## src/rtl/mm_spart_pkg.sv

```systemverilog
// mm_spart_pkg: shared definitions for the memory-mapped serial port.
//   - register offsets within the four-word window
//   - STATUS register bit positions
//   - state encoding shared by the TX and RX bit engines
//   - smallest usable baud divisor
package mm_spart_pkg;

  localparam logic [1:0] OFF_DATA   = 2'd0;
  localparam logic [1:0] OFF_STATUS = 2'd1;
  localparam logic [1:0] OFF_DIV    = 2'd2;

  localparam int ST_FRAME_ERR    = 9;
  localparam int ST_RX_OVERRUN   = 8;
  localparam int ST_TX_FREE_LSB  = 4;
  localparam int ST_RX_COUNT_LSB = 0;

  localparam logic [15:0] MIN_DIV = 16'd2;

  typedef enum logic [1:0] {IDLE, START, DATA, STOP} spart_state_e;

endpackage

```

## src/rtl/mm_spart_fifo.sv

```systemverilog
// spart_fifo: small synchronous FIFO with show-ahead read data.
// Ports:
//   clk, rst      clock, synchronous active-high reset (pointers/count only)
//   push, wdata   write request and data; accepted when not full or popping
//   pop           read request; ignored when empty
//   rdata         head entry (valid when !empty)
//   full, empty   occupancy flags
//   count         number of stored entries, 0..DEPTH
// DEPTH must be a power of two so the pointers wrap on their own.
module spart_fifo #(
  parameter int WIDTH = 8,
  parameter int DEPTH = 8,
  localparam int AW = (DEPTH > 1) ? $clog2(DEPTH) : 1,
  localparam int CW = $clog2(DEPTH) + 1
) (
  input  logic             clk,
  input  logic             rst,
  input  logic             push,
  input  logic             pop,
  input  logic [WIDTH-1:0] wdata,
  output logic [WIDTH-1:0] rdata,
  output logic             full,
  output logic             empty,
  output logic [CW-1:0]    count
);

  logic [WIDTH-1:0] mem [DEPTH];
  logic [AW-1:0]    wr_ptr;
  logic [AW-1:0]    rd_ptr;
  logic             push_ok;
  logic             pop_ok;

  assign full    = (count == CW'(DEPTH));
  assign empty   = (count == '0);
  // A full FIFO still takes a push when the head leaves on the same edge.
  assign push_ok = push & (~full | pop);
  assign pop_ok  = pop & ~empty;
  assign rdata   = mem[rd_ptr];

  always_ff @(posedge clk) begin
    if (rst) begin
      wr_ptr <= '0;
      rd_ptr <= '0;
      count  <= '0;
    end else begin
      if (push_ok) wr_ptr <= wr_ptr + AW'(1);
      if (pop_ok)  rd_ptr <= rd_ptr + AW'(1);
      case ({push_ok, pop_ok})
        2'b10:   count <= count + CW'(1);
        2'b01:   count <= count - CW'(1);
        default: count <= count;
      endcase
    end
  end

  always_ff @(posedge clk) begin
    if (push_ok) mem[wr_ptr] <= wdata;
  end

endmodule

```

## src/rtl/mm_spart.sv

```systemverilog
// mm_spart: memory-mapped 8N1 serial port on the CPU data bus.
// Ports:
//   clk, rst   system clock, synchronous active-high reset
//   addr       bus word address; the block answers BASE_ADDR..BASE_ADDR+3
//   re, we     read / write strobes (write wins when both are set)
//   wdata      write data
//   rdata      combinational read data, 16'hDEAD when not addressed
//   rxd        asynchronous serial input
//   txd        registered serial output, idles high
// Registers: +0 DATA (TX push / RX pop), +1 STATUS, +2 DIV, +3 reserved.
module mm_spart
  import mm_spart_pkg::*;
#(
  parameter logic [15:0] BASE_ADDR   = 16'hC004,
  parameter int          FIFO_DEPTH  = 8,
  parameter logic [15:0] DEFAULT_DIV = 16'd434
) (
  input  logic        clk,
  input  logic        rst,
  input  logic [15:0] addr,
  input  logic        re,
  input  logic        we,
  input  logic [15:0] wdata,
  output logic [15:0] rdata,
  input  logic        rxd,
  output logic        txd
);

  localparam int CW = $clog2(FIFO_DEPTH) + 1;

  function automatic logic [15:0] sat_div(input logic [15:0] v);
    return (v < MIN_DIV) ? MIN_DIV : v;
  endfunction

  logic           hit, wr_acc, rd_acc;
  logic [1:0]     off;
  logic [15:0]    div_q, status_w;
  logic           frame_err, rx_overrun, stat_clr, ovr_set;
  logic [3:0]     tx_free;
  logic           tx_push, tx_pop, tx_full, tx_empty;
  logic [7:0]     tx_head;
  logic [CW-1:0]  tx_count;
  logic           rx_pop, rx_full, rx_empty, rx_push_req, rx_frame_set;
  logic [7:0]     rx_head;
  logic [CW-1:0]  rx_count;

  assign hit      = (addr[15:2] == BASE_ADDR[15:2]);
  assign off      = addr[1:0];
  assign wr_acc   = hit & we;
  assign rd_acc   = hit & re & ~we;
  assign tx_push  = wr_acc & (off == OFF_DATA) & (~tx_full | tx_pop);
  assign rx_pop   = rd_acc & (off == OFF_DATA) & ~rx_empty;
  assign stat_clr = rd_acc & (off == OFF_STATUS);
  assign ovr_set  = rx_push_req & rx_full & ~rx_pop;
  assign tx_free  = 4'(FIFO_DEPTH) - 4'(tx_count);

  spart_fifo #(.WIDTH(8), .DEPTH(FIFO_DEPTH)) u_tx_fifo (
    .clk(clk), .rst(rst), .push(tx_push), .pop(tx_pop), .wdata(wdata[7:0]),
    .rdata(tx_head), .full(tx_full), .empty(tx_empty), .count(tx_count)
  );

  logic [7:0] rx_sh;

  spart_fifo #(.WIDTH(8), .DEPTH(FIFO_DEPTH)) u_rx_fifo (
    .clk(clk), .rst(rst), .push(rx_push_req), .pop(rx_pop), .wdata(rx_sh),
    .rdata(rx_head), .full(rx_full), .empty(rx_empty), .count(rx_count)
  );

  always_comb begin
    status_w = '0;
    status_w[ST_FRAME_ERR]             = frame_err;
    status_w[ST_RX_OVERRUN]            = rx_overrun;
    status_w[ST_TX_FREE_LSB +: 4]      = tx_free;
    status_w[ST_RX_COUNT_LSB +: 4]     = 4'(rx_count);
  end

  always_comb begin
    rdata = 16'hDEAD;
    if (hit) begin
      case (off)
        OFF_DATA:   rdata = rx_empty ? 16'h0000 : {8'h00, rx_head};
        OFF_STATUS: rdata = status_w;
        OFF_DIV:    rdata = div_q;
        default:    rdata = 16'h0000;
      endcase
    end
  end

  // A status read clears the sticky errors, but an error raised on that edge survives.
  always_ff @(posedge clk) begin
    if (rst) begin
      div_q      <= DEFAULT_DIV;
      frame_err  <= 1'b0;
      rx_overrun <= 1'b0;
    end else begin
      if (wr_acc && off == OFF_DIV) div_q <= sat_div(wdata);
      frame_err  <= rx_frame_set | (frame_err & ~stat_clr);
      rx_overrun <= ovr_set | (rx_overrun & ~stat_clr);
    end
  end

  // ---------------- TX bit engine ----------------
  spart_state_e tx_state, tx_state_d;
  logic [15:0]  tx_cnt, tx_div;
  logic [2:0]   tx_bit;
  logic [7:0]   tx_sh;
  logic         tx_bit_end, tx_bit_start, txd_q;

  assign tx_bit_end = (tx_cnt == tx_div - 16'd1);
  assign txd        = txd_q;

  always_comb begin
    tx_state_d   = tx_state;
    tx_pop       = 1'b0;
    tx_bit_start = 1'b0;
    case (tx_state)
      IDLE:  if (!tx_empty) begin tx_state_d = START; tx_pop = 1'b1; tx_bit_start = 1'b1; end
      START: if (tx_bit_end) begin tx_state_d = DATA; tx_bit_start = 1'b1; end
      DATA:  if (tx_bit_end) begin
               tx_bit_start = 1'b1;
               if (tx_bit == 3'd7) tx_state_d = STOP;
             end
      STOP:  if (tx_bit_end) tx_state_d = IDLE;
      default: tx_state_d = IDLE;
    endcase
  end

  // txd is registered from the current state, so the line lags the FSM by one clock.
  always_ff @(posedge clk) begin
    if (rst) begin
      tx_state <= IDLE;
      tx_cnt   <= '0;
      tx_div   <= DEFAULT_DIV;
      tx_bit   <= '0;
      txd_q    <= 1'b1;
    end else begin
      tx_state <= tx_state_d;
      if (tx_bit_start) begin
        tx_cnt <= '0;
        tx_div <= div_q;
      end else if (tx_state_d == IDLE) begin
        tx_cnt <= '0;
      end else begin
        tx_cnt <= tx_cnt + 16'd1;
      end
      if (tx_state == DATA && tx_bit_end) tx_bit <= tx_bit + 3'd1;
      txd_q <= (tx_state == START) ? 1'b0 : (tx_state == DATA) ? tx_sh[0] : 1'b1;
    end
  end

  always_ff @(posedge clk) begin
    if (tx_pop) tx_sh <= tx_head;
    else if (tx_state == DATA && tx_bit_end) tx_sh <= {1'b0, tx_sh[7:1]};
  end

  // ---------------- RX synchronizer: rxd -> _p0 -> _p1 ----------------
  logic rxd_p0, rxd_p1, rxd_prev;

  always_ff @(posedge clk) begin
    if (rst) begin
      rxd_p0   <= 1'b1;
      rxd_p1   <= 1'b1;
      rxd_prev <= 1'b1;
    end else begin
      rxd_p0   <= rxd;
      rxd_p1   <= rxd_p0;
      rxd_prev <= rxd_p1;
    end
  end

  // ---------------- RX bit engine ----------------
  spart_state_e rx_state, rx_state_d;
  logic [15:0]  rx_cnt, rx_div, rx_half;
  logic [2:0]   rx_bit;
  logic         rx_mid, rx_bit_end, rx_bit_start, rx_sample;

  assign rx_half    = {1'b0, rx_div[15:1]};
  assign rx_mid     = (rx_cnt == rx_half - 16'd1);
  assign rx_bit_end = (rx_cnt == rx_div - 16'd1);

  always_comb begin
    rx_state_d   = rx_state;
    rx_bit_start = 1'b0;
    rx_sample    = 1'b0;
    rx_push_req  = 1'b0;
    rx_frame_set = 1'b0;
    case (rx_state)
      IDLE:  if (rxd_prev && !rxd_p1) begin rx_state_d = START; rx_bit_start = 1'b1; end
      // Mid-start re-check: a line already back high was only a glitch.
      START: if (rx_mid) begin
               if (rxd_p1) rx_state_d = IDLE;
               else begin rx_state_d = DATA; rx_bit_start = 1'b1; end
             end
      DATA:  if (rx_bit_end) begin
               rx_sample    = 1'b1;
               rx_bit_start = 1'b1;
               if (rx_bit == 3'd7) rx_state_d = STOP;
             end
      STOP:  if (rx_bit_end) begin
               rx_state_d   = IDLE;
               rx_push_req  = rxd_p1;
               rx_frame_set = ~rxd_p1;
             end
      default: rx_state_d = IDLE;
    endcase
  end

  always_ff @(posedge clk) begin
    if (rst) begin
      rx_state <= IDLE;
      rx_cnt   <= '0;
      rx_div   <= DEFAULT_DIV;
      rx_bit   <= '0;
    end else begin
      rx_state <= rx_state_d;
      if (rx_bit_start) begin
        rx_cnt <= '0;
        rx_div <= div_q;
      end else if (rx_state_d == IDLE) begin
        rx_cnt <= '0;
      end else begin
        rx_cnt <= rx_cnt + 16'd1;
      end
      if (rx_sample) rx_bit <= rx_bit + 3'd1;
    end
  end

  always_ff @(posedge clk) begin
    if (rx_sample) rx_sh <= {rxd_p1, rx_sh[7:1]};
  end

endmodule
```

## config.mk

```make
export PLATFORM = sky130hd
export DESIGN_NAME = mm_spart
export DESIGN_NICKNAME = d
export VERILOG_FILES = /design/src/rtl/mm_spart_pkg.sv /design/src/rtl/mm_spart_fifo.sv /design/src/rtl/mm_spart.sv
export SDC_FILE = /design/constraint.sdc
export NUM_CORES = 1
export LEC_CHECK = 0
export BUFFER_PORTS_ARGS = -buffer_cell sky130_fd_sc_hd__buf_2
export CORE_MARGIN = 1.5
export CORE_UTILIZATION = 40
export DETAILED_ROUTE_END_ITERATION = 6
export GPL_TIMING_DRIVEN = 0
export PLACE_DENSITY_LB_ADDON = 0.25
export SLEW_MARGIN = 20
export SYNTH_ARGS = -nofsm -noshare
export SYNTH_HDL_FRONTEND = slang
export SYNTH_HIERARCHICAL = 1
export SYNTH_SLANG_ARGS = --single-unit
```

## constraint.sdc

```tcl
create_clock -name clk -period 5.7 [get_ports clk]
set_input_delay 0.285 -clock clk [delete_from_list [all_inputs] [get_ports clk]]
set_output_delay 0.285 -clock clk [all_outputs]
set_load 0.01 [all_outputs]
```

==> reports/metrics.yaml <==
pwr:
  leakagePower_nw: 4.93
  ir_drop_mv: 0.254
  p_per_area_nw_per_um2: 277
  p_total_mw: 3.96
die:
  die_w_um: 180
  die_area_um2: 32500
  fp.coreArea_um2: 30700
  rows: 64
  die_y_um: 180
  pin_count: 54
  initial_utilization_pct: 40.9
worst_setup_path:
  cp_slowest_cell: "or4_1"
  crit_arrival_ns: 5.31
  startpoint: "rx_div[2]$_SDFFE_PP0P_"
  critPathLaunchType: "register"
  worstPathCellList: "clkbuf_1 > inv_1 > ha_1 > clkbuf_1 > nor4b_2 > nor2_1 > or4_1 > a211o_1 > nor3_2 > and4_1 > o21ai_4 > ha_1 > or3_2 > o32ai_1 > mux2_2"
  worstPathMaxFanout: 10
  cp-end-kind: "register"
  cp.required_ns: 6.14
  r2r_start: "rx_div[2]$_SDFFE_PP0P_"
  max_stage_delay_ns: 0.50
  crit_type: "register to register"
synth:
  yosys_most_used_dff: "edfxtp_1"
  synth_edf_count: 144
  synth.avg_cell_area_um2: 11.6
  synth_fp_nets: 1146
  seq_area_frac_synth_pct: 53.8
  synth-seq-cells: 266
  synth.distinct_cells: 78
  synth_area_um2: 12600
  yosysWarnings: 6
  synthArstFlopShare_pct: 0
  synth_cells: 1084
run:
  max_cap_viol_count: 0
route:
  post-route-drc-count: 0
  vias: 8682
  vias_per_cell: 5.45
  drtPass1Iterations: 7
  drtIter0Drc: 618
  wl_um: 28700
  ant_nets: 0
  avgRoutedWirePerCell_um: 18.0
clocking:
  root_buffer: "clkbuf_16"
  clockBufferDepth: 3
  cts_made_buffers: 29
  cts_resized: 0
  cts_tree: "done"
  clk_latency_ns: 0.55
  clk_pin_slew_ns: 0.06
  clock-sinks: 266
  cts_setup_buffers: 0
  h-tree-depth: 1
grt:
  grt_pass1_vias: 8302
  grt_pass1_wl_um: 45800
  grt_util_all_layers_pct: 17.7
  overflow: 0
  antenna_found_initial: 1
  grt_max_degree: 15
sta:
  rsz0062_at_grt: "false"
  worst_clock_skew_ns: 0.00737
  min_period_ns: 4.87
  fin_crit_sh_pct: 85.5
  max_freq_mhz: 205
  setup_violations: 0
  finalWorstSetupSlack_ns: 0.828
  slew_headroom_pct: 40.4
  worst_pin_slew_ns: 0.891
  hold_violations: 0
  maxSlewViolCount: 0
  tns_ns: 0
placed_design:
  routabilityCongestion: 0.803
  io_buffers: 53
  place_ws_ns: 0.886
  hpwl_um: 20500
min_path:
  hold_class: "input port to register"
  hp-start: "wdata[15]"
final_layout:
  area_growth_pct: 13.8
  fin_nets: 1237
  drive_gt1_share_pct: 16.7
run_status:
  status: "complete, no violations"
-- layout make-up --
class,instances,area (um2)
antenna,1,2.50
buffer,63,293
clock buffer,37,756
clock inverter,15,121
fill,2893,16400
inverter,26,97.6
multi-input combinational,729,5450
sequential,266,6770
tap,396,495
timing repair buffer,60,333
-- routing by layer --
| metal | track usage (%) | share of wire [%] | vias up |
|---|---|---|---|
| li1 | - | - | 4171 |
| met1 | 23.7 | 45 | 4302 |
| met2 | 29.9 | 49 | 166 |
| met3 | 2.18 | 4.0 | 43 |
| met4 | 5.55 | 2.9 | 0 |
| met5 | 0 | 0 | - |
-- report_power, final --
group | internal (mW) | switching, mW | leakage [nW]
logic | 0.0649 | 0.117 | 2.22
registers | 2.02 | 0.0131 | 2.28
clock network | 1.02 | 0.728 | 0.424
-- what timing repair did --
item                                    CTS  global route
endpoints found under the hold margin     6             0
endpoints found under the setup margin    0             0
hold buffers                              6             0
-- cells by family after synthesis --
logic type               Yosys count  synth area share (%)
buffers and inverters             89                  3.10
multiplexers                      72                  9.09
AO/OA/AOI/OAI                    142                  8.28
XOR/XNOR                         100                  6.96
flip-flops                       266                  53.8
AND/OR/NAND/NOR                  390                  16.3
adder cells (fa/ha/maj)           25                  2.49
-- synth_stat cells (all sizes together), types with 18 or more instances --
cell type  count  area share, %
nand3         26            1.0
xnor2         52            3.6
o21ai         29            1.4
edfxtp       144             34
o211ai        24            1.4
mux2          18            1.6
nand4         18           0.90
buf           21            1.1
ha            25            2.5
a21oi         24           0.98
mux4          32            5.7
nor3b         21            1.3
mux2i         22            1.8
dfxtp        122             19
nand2        100            3.0
inv           25           0.75
clkbuf        42            1.3
nor2         101            3.2
nor4          19            1.0
xor2          48            3.3
-- placed cells by master (no fill, tap or decap), drive strengths merged, types with 25 or more instances in the layout --
master / instances
buf: 75
clkbuf: 79
dfxtp: 122
edfxtp: 144
ha: 25
inv: 26
mux4: 32
nand2: 100
nand3: 26
nor2: 101
o21ai: 29
xnor2: 52
xor2: 48
-- through the flow --
step	util [%]	cell area [um2]	hold WS, ns	std cells
global placement	43.4	13300	0.405	1533
finish	46.5	14300	0.00732	1593
floorplan	-	12600	0.384	1084
detailed placement	43.5	13400	0.400	1534
global route	46.5	14300	0.0166	1593
CTS	46.5	14300	0.00556	1592
-- sequential cells by signal, indices dropped and copies added (netlist names), 2 cells and up, named ones only --
register	flops
div_q	16
rx_bit	3
rx_cnt	16
rx_div	16
rx_sh	8
rx_state	2
tx_bit	3
tx_cnt	16
tx_div	16
tx_sh	8
tx_state	2
u_rx_fifo/count	4
u_rx_fifo/mem	64
u_rx_fifo/rd_ptr	3
u_rx_fifo/wr_ptr	3
u_tx_fifo/count	4
u_tx_fifo/mem	64
u_tx_fifo/rd_ptr	3
u_tx_fifo/wr_ptr	3
-- worst max-delay path: cells and delay by family (launching register included) --
family                   cells  cell delay (ns)
adder cells (fa/ha/maj)      2             0.58
AO/OA/AOI/OAI                3             0.62
flip-flops                   1             0.30
multiplexers                 1             0.37
buffers and inverters        3             0.68
AND/OR/NAND/NOR              6             2.21
-- path summary, 6_finish.rpt --
path | endpoint | slack, ns | cells after the start
hold / removal | div_q[15]$_SDFFE_PP0P_ | 0.007 | 3
hold reg to reg | rxd_p1$_SDFF_PP1_ | 0.41 | 1
setup reg to reg | u_rx_fifo/count[3]$_SDFFE_PP0P_ | 0.83 | 15
setup / recovery | u_rx_fifo/count[3]$_SDFFE_PP0P_ | 0.83 | 15
Note: power is estimated with default switching activity, not from simulation.
